<file path="src/rtl/filt_pkg.sv">
// filt_pkg: shared state encoding, filter-select codes and default sizing
// for the FIR initiator-side sequencer.
package filt_pkg;

  // Default sizing
  localparam int FILT_M         = 23;
  localparam int FILT_ADDR_SIZE = 5;
  localparam int FILT_DATA_SIZE = 16;
  localparam int FILT_SEL_SIZE  = 2;
  localparam int FILT_TIMEOUT   = 1023;

  // Sequencer state encoding
  localparam logic [2:0] ST_IDLE      = 3'd0;
  localparam logic [2:0] ST_WRITE     = 3'd1;
  localparam logic [2:0] ST_WAIT_WR   = 3'd2;
  localparam logic [2:0] ST_START     = 3'd3;
  localparam logic [2:0] ST_WAIT_DONE = 3'd4;
  localparam logic [2:0] ST_OUT       = 3'd5;

  // Coefficient bank selectors
  localparam logic [1:0] FSEL_LPF = 2'd0;
  localparam logic [1:0] FSEL_HPF = 2'd1;
  localparam logic [1:0] FSEL_BPF = 2'd2;

  // States in which the watchdog timer runs
  function automatic logic is_wait_state(input logic [2:0] st);
    return (st == ST_WAIT_WR) || (st == ST_START) || (st == ST_WAIT_DONE);
  endfunction

endpackage

</file>
<file path="src/rtl/filt_seq.sv">
// filt_seq: per-sample sequencer around the ring buffer and the ap_ctrl FIR
// core. Accepts one sample, triggers the ring-buffer write, runs the filter,
// and hands the result out on a valid/ready port. Also owns the x_ant and
// coefficient BRAM address muxes so the filter never sees stale selects.
module filt_seq
  import filt_pkg::*;
#(
  parameter int M         = FILT_M,
  parameter int ADDR_SIZE = FILT_ADDR_SIZE,
  parameter int DATA_SIZE = FILT_DATA_SIZE,
  parameter int SEL_SIZE  = FILT_SEL_SIZE,
  parameter int TIMEOUT   = FILT_TIMEOUT
) (
  input  logic                          clk,
  input  logic                          rst_n,
  input  logic                          s_valid,
  input  logic [DATA_SIZE-1:0]          s_data,
  output logic                          s_ready,
  input  logic [SEL_SIZE-1:0]           filt_select,
  output logic                          rbuf_start,
  output logic [DATA_SIZE-1:0]          rbuf_di,
  input  logic [ADDR_SIZE-1:0]          rbuf_addr,
  input  logic                          rbuf_en,
  input  logic                          rbuf_done,
  output logic                          ap_start,
  input  logic                          ap_ready,
  input  logic                          ap_done,
  input  logic [DATA_SIZE-1:0]          ap_return,
  input  logic [ADDR_SIZE-1:0]          filt_xant_addr,
  input  logic                          filt_xant_ce,
  input  logic [ADDR_SIZE-1:0]          filt_xcoefs_addr,
  output logic [ADDR_SIZE-1:0]          bram_xant_addr,
  output logic                          bram_xant_en,
  output logic [SEL_SIZE+ADDR_SIZE-1:0] bram_xcoefs_addr,
  output logic                          m_valid,
  output logic [DATA_SIZE-1:0]          m_data,
  input  logic                          m_ready,
  output logic                          busy,
  output logic                          err_timeout
);

  localparam int TW = $clog2(TIMEOUT + 1);
  localparam logic [ADDR_SIZE-1:0] ADDR_MAX = ADDR_SIZE'(M - 1);

  logic [2:0]          state;
  logic [2:0]          state_next;
  logic [TW-1:0]       timer;
  logic                timer_hit;
  logic                capture;
  logic                abort;
  logic [SEL_SIZE-1:0] sel_q;
  logic                accept;

  // Abort fires on the last permitted cycle so at most TIMEOUT cycles are
  // spent in any waiting state.
  assign timer_hit = is_wait_state(state) && (timer == TW'(TIMEOUT - 1));
  assign accept    = (state == ST_IDLE) && s_valid && s_ready;

  // Next-state decode; handshake events win over a simultaneous timeout
  always_comb begin
    state_next = state;
    capture    = 1'b0;
    abort      = 1'b0;
    case (state)
      ST_IDLE: begin
        if (accept) state_next = ST_WRITE;
      end
      ST_WRITE: begin
        state_next = ST_WAIT_WR;
      end
      ST_WAIT_WR: begin
        if (rbuf_done) begin
          state_next = ST_START;
        end else if (timer_hit) begin
          state_next = ST_IDLE;
          abort      = 1'b1;
        end
      end
      ST_START: begin
        if (ap_ready) begin
          if (ap_done) begin
            capture    = 1'b1;
            state_next = ST_OUT;
          end else begin
            state_next = ST_WAIT_DONE;
          end
        end else if (timer_hit) begin
          state_next = ST_IDLE;
          abort      = 1'b1;
        end
      end
      ST_WAIT_DONE: begin
        if (ap_done) begin
          capture    = 1'b1;
          state_next = ST_OUT;
        end else if (timer_hit) begin
          state_next = ST_IDLE;
          abort      = 1'b1;
        end
      end
      ST_OUT: begin
        if (m_ready) state_next = ST_IDLE;
      end
      default: begin
        state_next = ST_IDLE;
      end
    endcase
  end

  // State register; s_ready is registered so it stays low throughout reset
  always_ff @(posedge clk or negedge rst_n) begin
    if (!rst_n) begin
      state   <= ST_IDLE;
      s_ready <= 1'b0;
    end else begin
      state   <= state_next;
      s_ready <= (state_next == ST_IDLE);
    end
  end

  // Watchdog: restarts on every state change, counts while waiting
  always_ff @(posedge clk or negedge rst_n) begin
    if (!rst_n) begin
      timer <= '0;
    end else if (state_next != state) begin
      timer <= '0;
    end else if (is_wait_state(state)) begin
      timer <= timer + 1'b1;
    end
  end

  // Latch the accepted sample and its coefficient bank
  always_ff @(posedge clk or negedge rst_n) begin
    if (!rst_n) begin
      rbuf_di <= '0;
      sel_q   <= '0;
    end else if (accept) begin
      rbuf_di <= s_data;
      sel_q   <= filt_select;
    end
  end

  // Capture the filter result; it stays stable while the result is pending
  always_ff @(posedge clk or negedge rst_n) begin
    if (!rst_n) begin
      m_data <= '0;
    end else if (capture) begin
      m_data <= ap_return;
    end
  end

  // Sticky timeout flag, cleared only by reset
  always_ff @(posedge clk or negedge rst_n) begin
    if (!rst_n) begin
      err_timeout <= 1'b0;
    end else if (abort) begin
      err_timeout <= 1'b1;
    end
  end

  assign rbuf_start = (state == ST_WRITE);
  assign ap_start   = (state == ST_START);
  assign m_valid    = (state == ST_OUT);
  assign busy       = (state != ST_IDLE);

  // BRAM address mux: ring buffer owns x_ant during its write, the filter
  // otherwise; out-of-range filter addresses are clamped to 0
  always_comb begin
    bram_xant_en = rbuf_en | filt_xant_ce;
    if ((state == ST_WRITE) || (state == ST_WAIT_WR)) begin
      bram_xant_addr = rbuf_addr;
    end else if (filt_xant_addr > ADDR_MAX) begin
      bram_xant_addr = '0;
    end else begin
      bram_xant_addr = filt_xant_addr;
    end
    if (filt_xcoefs_addr > ADDR_MAX) begin
      bram_xcoefs_addr = '0;
    end else begin
      bram_xcoefs_addr = {sel_q, filt_xcoefs_addr};
    end
  end

endmodule

</file>
<file path="config.mk">
export PLATFORM = sky130hd
export DESIGN_NAME = filt_seq
export DESIGN_NICKNAME = d
export VERILOG_FILES = /design/src/rtl/filt_pkg.sv /design/src/rtl/filt_seq.sv
export SDC_FILE = /design/constraint.sdc
export NUM_CORES = 1
export LEC_CHECK = 0
export ABC_CLOCK_PERIOD_IN_PS = 3900
export BUFFER_PORTS_ARGS = -buffer_cell sky130_fd_sc_hd__buf_2
export CAP_MARGIN = 25
export CORE_ASPECT_RATIO = 0.6
export CORE_UTILIZATION = 35
export CTS_BUF_LIST = sky130_fd_sc_hd__clkbuf_4 sky130_fd_sc_hd__clkbuf_8 sky130_fd_sc_hd__clkbuf_16
export DETAILED_ROUTE_END_ITERATION = 6
export GPL_TIMING_DRIVEN = 0
export HOLD_SLACK_MARGIN = 0.15
export SYNTH_ARGS = -nofsm -noshare
export SYNTH_HDL_FRONTEND = slang
export SYNTH_SLANG_ARGS = --single-unit
</file>
<file path="constraint.sdc">
create_clock -name clk -period 3.9 [get_ports clk]
set_input_delay 0.585 -clock clk [delete_from_list [all_inputs] [get_ports clk]]
set_output_delay 0.585 -clock clk [all_outputs]
set_load 0.005 [all_outputs]
</file>
==> results.cfg <==
[status]
result_of_the_run = finished, violations left
failed_checks = DRC

[synthesis]
synth_area_per_cell_um2 = 12.0
asyncSetResetFlopFracSynth_pct = 100
primary_flip_flop_cell_chosen_by_synthesis_mapping = sky130_fd_sc_hd__dfrtp_1
synth_seq_cells = 49
synth.yosys.seq_area_share_pct = 48.7
synthesis.yosys.warnings = 0
syn-num-nets = 270
post_synth_most_frequent_cells = sky130_fd_sc_hd__dfrtp_1 (49), sky130_fd_sc_hd__mux2_2 (34), sky130_fd_sc_hd__nand2_1 (13)
yosys-top-cells-area = sky130_fd_sc_hd__dfrtp_1 (49%), sky130_fd_sc_hd__mux2_2 (15%), sky130_fd_sc_hd__a211oi_1 (2.4%), sky130_fd_sc_hd__a2111oi_4 (2.2%), sky130_fd_sc_hd__nand2_1 (1.9%)
yosysTopAreaCellShare_pct = 48.7
number_of_cells_produced_by_synthesis = 210
yosysMostFrequentCell = sky130_fd_sc_hd__dfrtp_1
synth_edf_count = 0
synth_top_area_cell = sky130_fd_sc_hd__dfrtp_1
syn-cell-area_um2 = 2520
distinct_cell_type_count_after_synthesis = 48

[pwr]
vdd_drop_max_v = 0.000307
powerDensity_nw_per_um2 = 725
finalPower_w = 0.00244
p_leak_nw = 1.61

[timing]
timing.clock.skew_ns = 0.00763
fmaxAchievable_mhz = 395
post-route-min-period_ns = 2.53
slew_violations = 0
setup-tns-final_ns = 0
timing.final.crit_share_pct = 64.9
max_slew.worst_pin.slew_ns = 0.868
final-hold-violation-count = 0
setup_repair_after_global_routing_missed_its_margin = no
timing.slew.headroom_pct = 41.8
setup_viol = 0
fin_hold_ws_ns = 0.169

[drt]
wl_per_cell_um = 13.6
detail_route.first_pass.iterations = 7
drt_wl_total_mm = 5.63
vias_after_detailed_routing = 2040
vias_per_cell = 4.93
drc_viols = 8
detail_route.iter0.violations = 112
drtAntennaViolNets = 0

[floorplanning]
design.die.area_um2 = 7550
die_height_um = 67.7
initial_core_util_pct = 36.9
num_io_pins = 109
die_w_um = 112
core_area_um2 = 6820
fp-row-count = 23

[placed_design]
dp_cells = 406
port-buffer-count = 108
gp_routability_congestion = 0.797
dpl.hpwl_mm = 4.28

[critical_path]
critPathMaxStageDelay_ns = 0.40
ff2ff_path_depth = 6
timing.critical_path.buf_inv = 3
cp-end-kind = output port
crit_required_ns = 3.31
worst_path_max_delay_cell = sky130_fd_sc_hd__nor2_1
cp.arrival_ns = 1.94
cp_startpoint_kind = flop
cpMostUsedCell = sky130_fd_sc_hd__buf_2
critical_path_depth = 7
critPathMaxFanout = 10
crit_type = reg2out
crit-reg2reg-launch = state[0]
timing.critical_path.cells = buf_6 -> buf_2 -> xnor2_1 -> nor2_1 -> nor3_1 -> a22o_1 -> buf_2
timing.rr.end = rbuf_di[11]
crit_path_leading_delay_family = simple AND/OR/NAND/NOR gates
rrSetupSlack_ns = 1.90

[layout]
area_of_combinational_cells_with_multiple_inputs_um2 = 1200
area_delta_synth_final_pct = 33.5
n_fill_cell = 659
layout.nets = 386
fin_cells = 414
antennaDiodeCount = 0
finish.utilization_pct = 49.3
layout-drive-gt1-share_pct = 52.9
final-seq-area_um2 = 1230

[job]
drv.max_cap_violation_count = 0

[clock_network]
htree_levels = 2
cts_hold_repair.buffers = 0
cts_max_path_buffers = 2
worst_skew_pair.late_latency_ns = 0.29
clock-sinks = 49
cts-buffers-inserted = 5
path_clk_slew_ns = 0.07
cts_tree = yes
post_cts_resize_count = 0
clockRootBuffer = sky130_fd_sc_hd__clkbuf_16
cts_setup_buffers = 0

[global_route]
grt_start_max_net_pins = 39
antenna_violations_before_repair = 0
grt_use_total_pct = 14.9
gr-total-overflow = 0
grt_pass1_vias = 1814
grt_first_pass_wirelength_mm = 8.73

[hold_path]
hold_class = in2async
layout make-up:
cell class                      count  area share, %
Sequential cell                    49           36.5
Clock buffer                        5           3.72
Tap cell                           87           3.24
Multi-Input combinational cell    146           35.8
Timing Repair Buffer              109           16.7
Clock inverter                      3           1.49
Inverter                            5          0.558
Buffer                             10           2.05
flip-flops by register name (all words and copies together) (netlist names):
| register | flops |
|---|---|
| m_data | 16 |
| sel_q | 2 |
| timer | 10 |
| err_timeout | 1 |
| s_ready | 1 |
| state | 3 |
| rbuf_di | 16 |
placed cells by master (no fill, tap or decap), types with 2 or more instances in the layout:
cell type / count
sky130_fd_sc_hd__a211oi_1: 8
sky130_fd_sc_hd__o2111ai_1: 3
sky130_fd_sc_hd__mux2_2: 34
sky130_fd_sc_hd__nand3_1: 2
sky130_fd_sc_hd__o21ai_2: 2
sky130_fd_sc_hd__buf_6: 2
sky130_fd_sc_hd__inv_1: 5
sky130_fd_sc_hd__nand2_1: 13
sky130_fd_sc_hd__nor2b_1: 2
sky130_fd_sc_hd__a21oi_1: 9
sky130_fd_sc_hd__nand2b_1: 7
sky130_fd_sc_hd__and2_1: 5
sky130_fd_sc_hd__clkbuf_16: 5
sky130_fd_sc_hd__a2111oi_4: 2
sky130_fd_sc_hd__o31ai_1: 2
sky130_fd_sc_hd__xor2_1: 4
sky130_fd_sc_hd__nor2_1: 5
sky130_fd_sc_hd__dfrtp_1: 49
sky130_fd_sc_hd__a211oi_2: 2
sky130_fd_sc_hd__buf_2: 112
sky130_fd_sc_hd__o21ai_0: 7
sky130_fd_sc_hd__buf_4: 3
sky130_fd_sc_hd__ha_1: 2
sky130_fd_sc_hd__nor3_1: 4
sky130_fd_sc_hd__and3_1: 7
sky130_fd_sc_hd__xnor2_1: 4
worst reg2reg max path, stage by stage, from the launching register on:
cell	delay, ns
sky130_fd_sc_hd__dfrtp_1	0.37
sky130_fd_sc_hd__buf_6	0.13
sky130_fd_sc_hd__nor3_1	0.36
sky130_fd_sc_hd__and3_1	0.20
sky130_fd_sc_hd__buf_2	0.22
sky130_fd_sc_hd__buf_4	0.24
sky130_fd_sc_hd__mux2_2	0.35
cells by family (layout without fill, tap and decap cells):
logic type,count (synthesis),after routing,synth area share [%]
and+or+nand+nor,55,55,12.6
DFF,49,49,48.7
AOI/OAI and AO/OA,46,46,15.8
muxes,35,35,15.6
buffers and inverters,15,132,3.48
xor gates and xnor gates,8,8,2.78
adders and majority gates,2,2,0.993
worst max-delay path by stage:
stage,from,slack [ns],to
floorplan,state[0],1.93,bram_xant_addr[4]
global placement,state[0],1.71,bram_xant_addr[4]
detailed placement,state[0],1.67,bram_xant_addr[4]
CTS,state[0],1.35,bram_xant_addr[4]
global route,state[0],1.18,bram_xant_addr[4]
finish,state[0],1.37,bram_xant_addr[4]
power by group:
part	total, W	internal [W]	switching, W
Clock	0.000509	0.000308	0.000201
Sequential	0.000832	0.000721	0.000110
Combinational	0.00110	0.000533	0.000563
through the flow:
stage,cell area (um^2),setup WS (ns)
3_3_place_gp,3170,1.71
6_report,3360,1.37
5_1_grt,3360,1.18
3_5_place_dp,3190,1.67
2_1_floorplan,2520,1.93
4_1_cts,3360,1.35
layer usage:
| layer | share of wire [%] | GRT usage [%] |
|---|---|---|
| met1 | 47 | 20.1 |
| met2 | 41 | 22.2 |
| met3 | 11 | 5.75 |
| met4 | 0.80 | 4.05 |
| met5 | 0 | 0 |
Note: power is estimated with default switching activity, not from simulation.
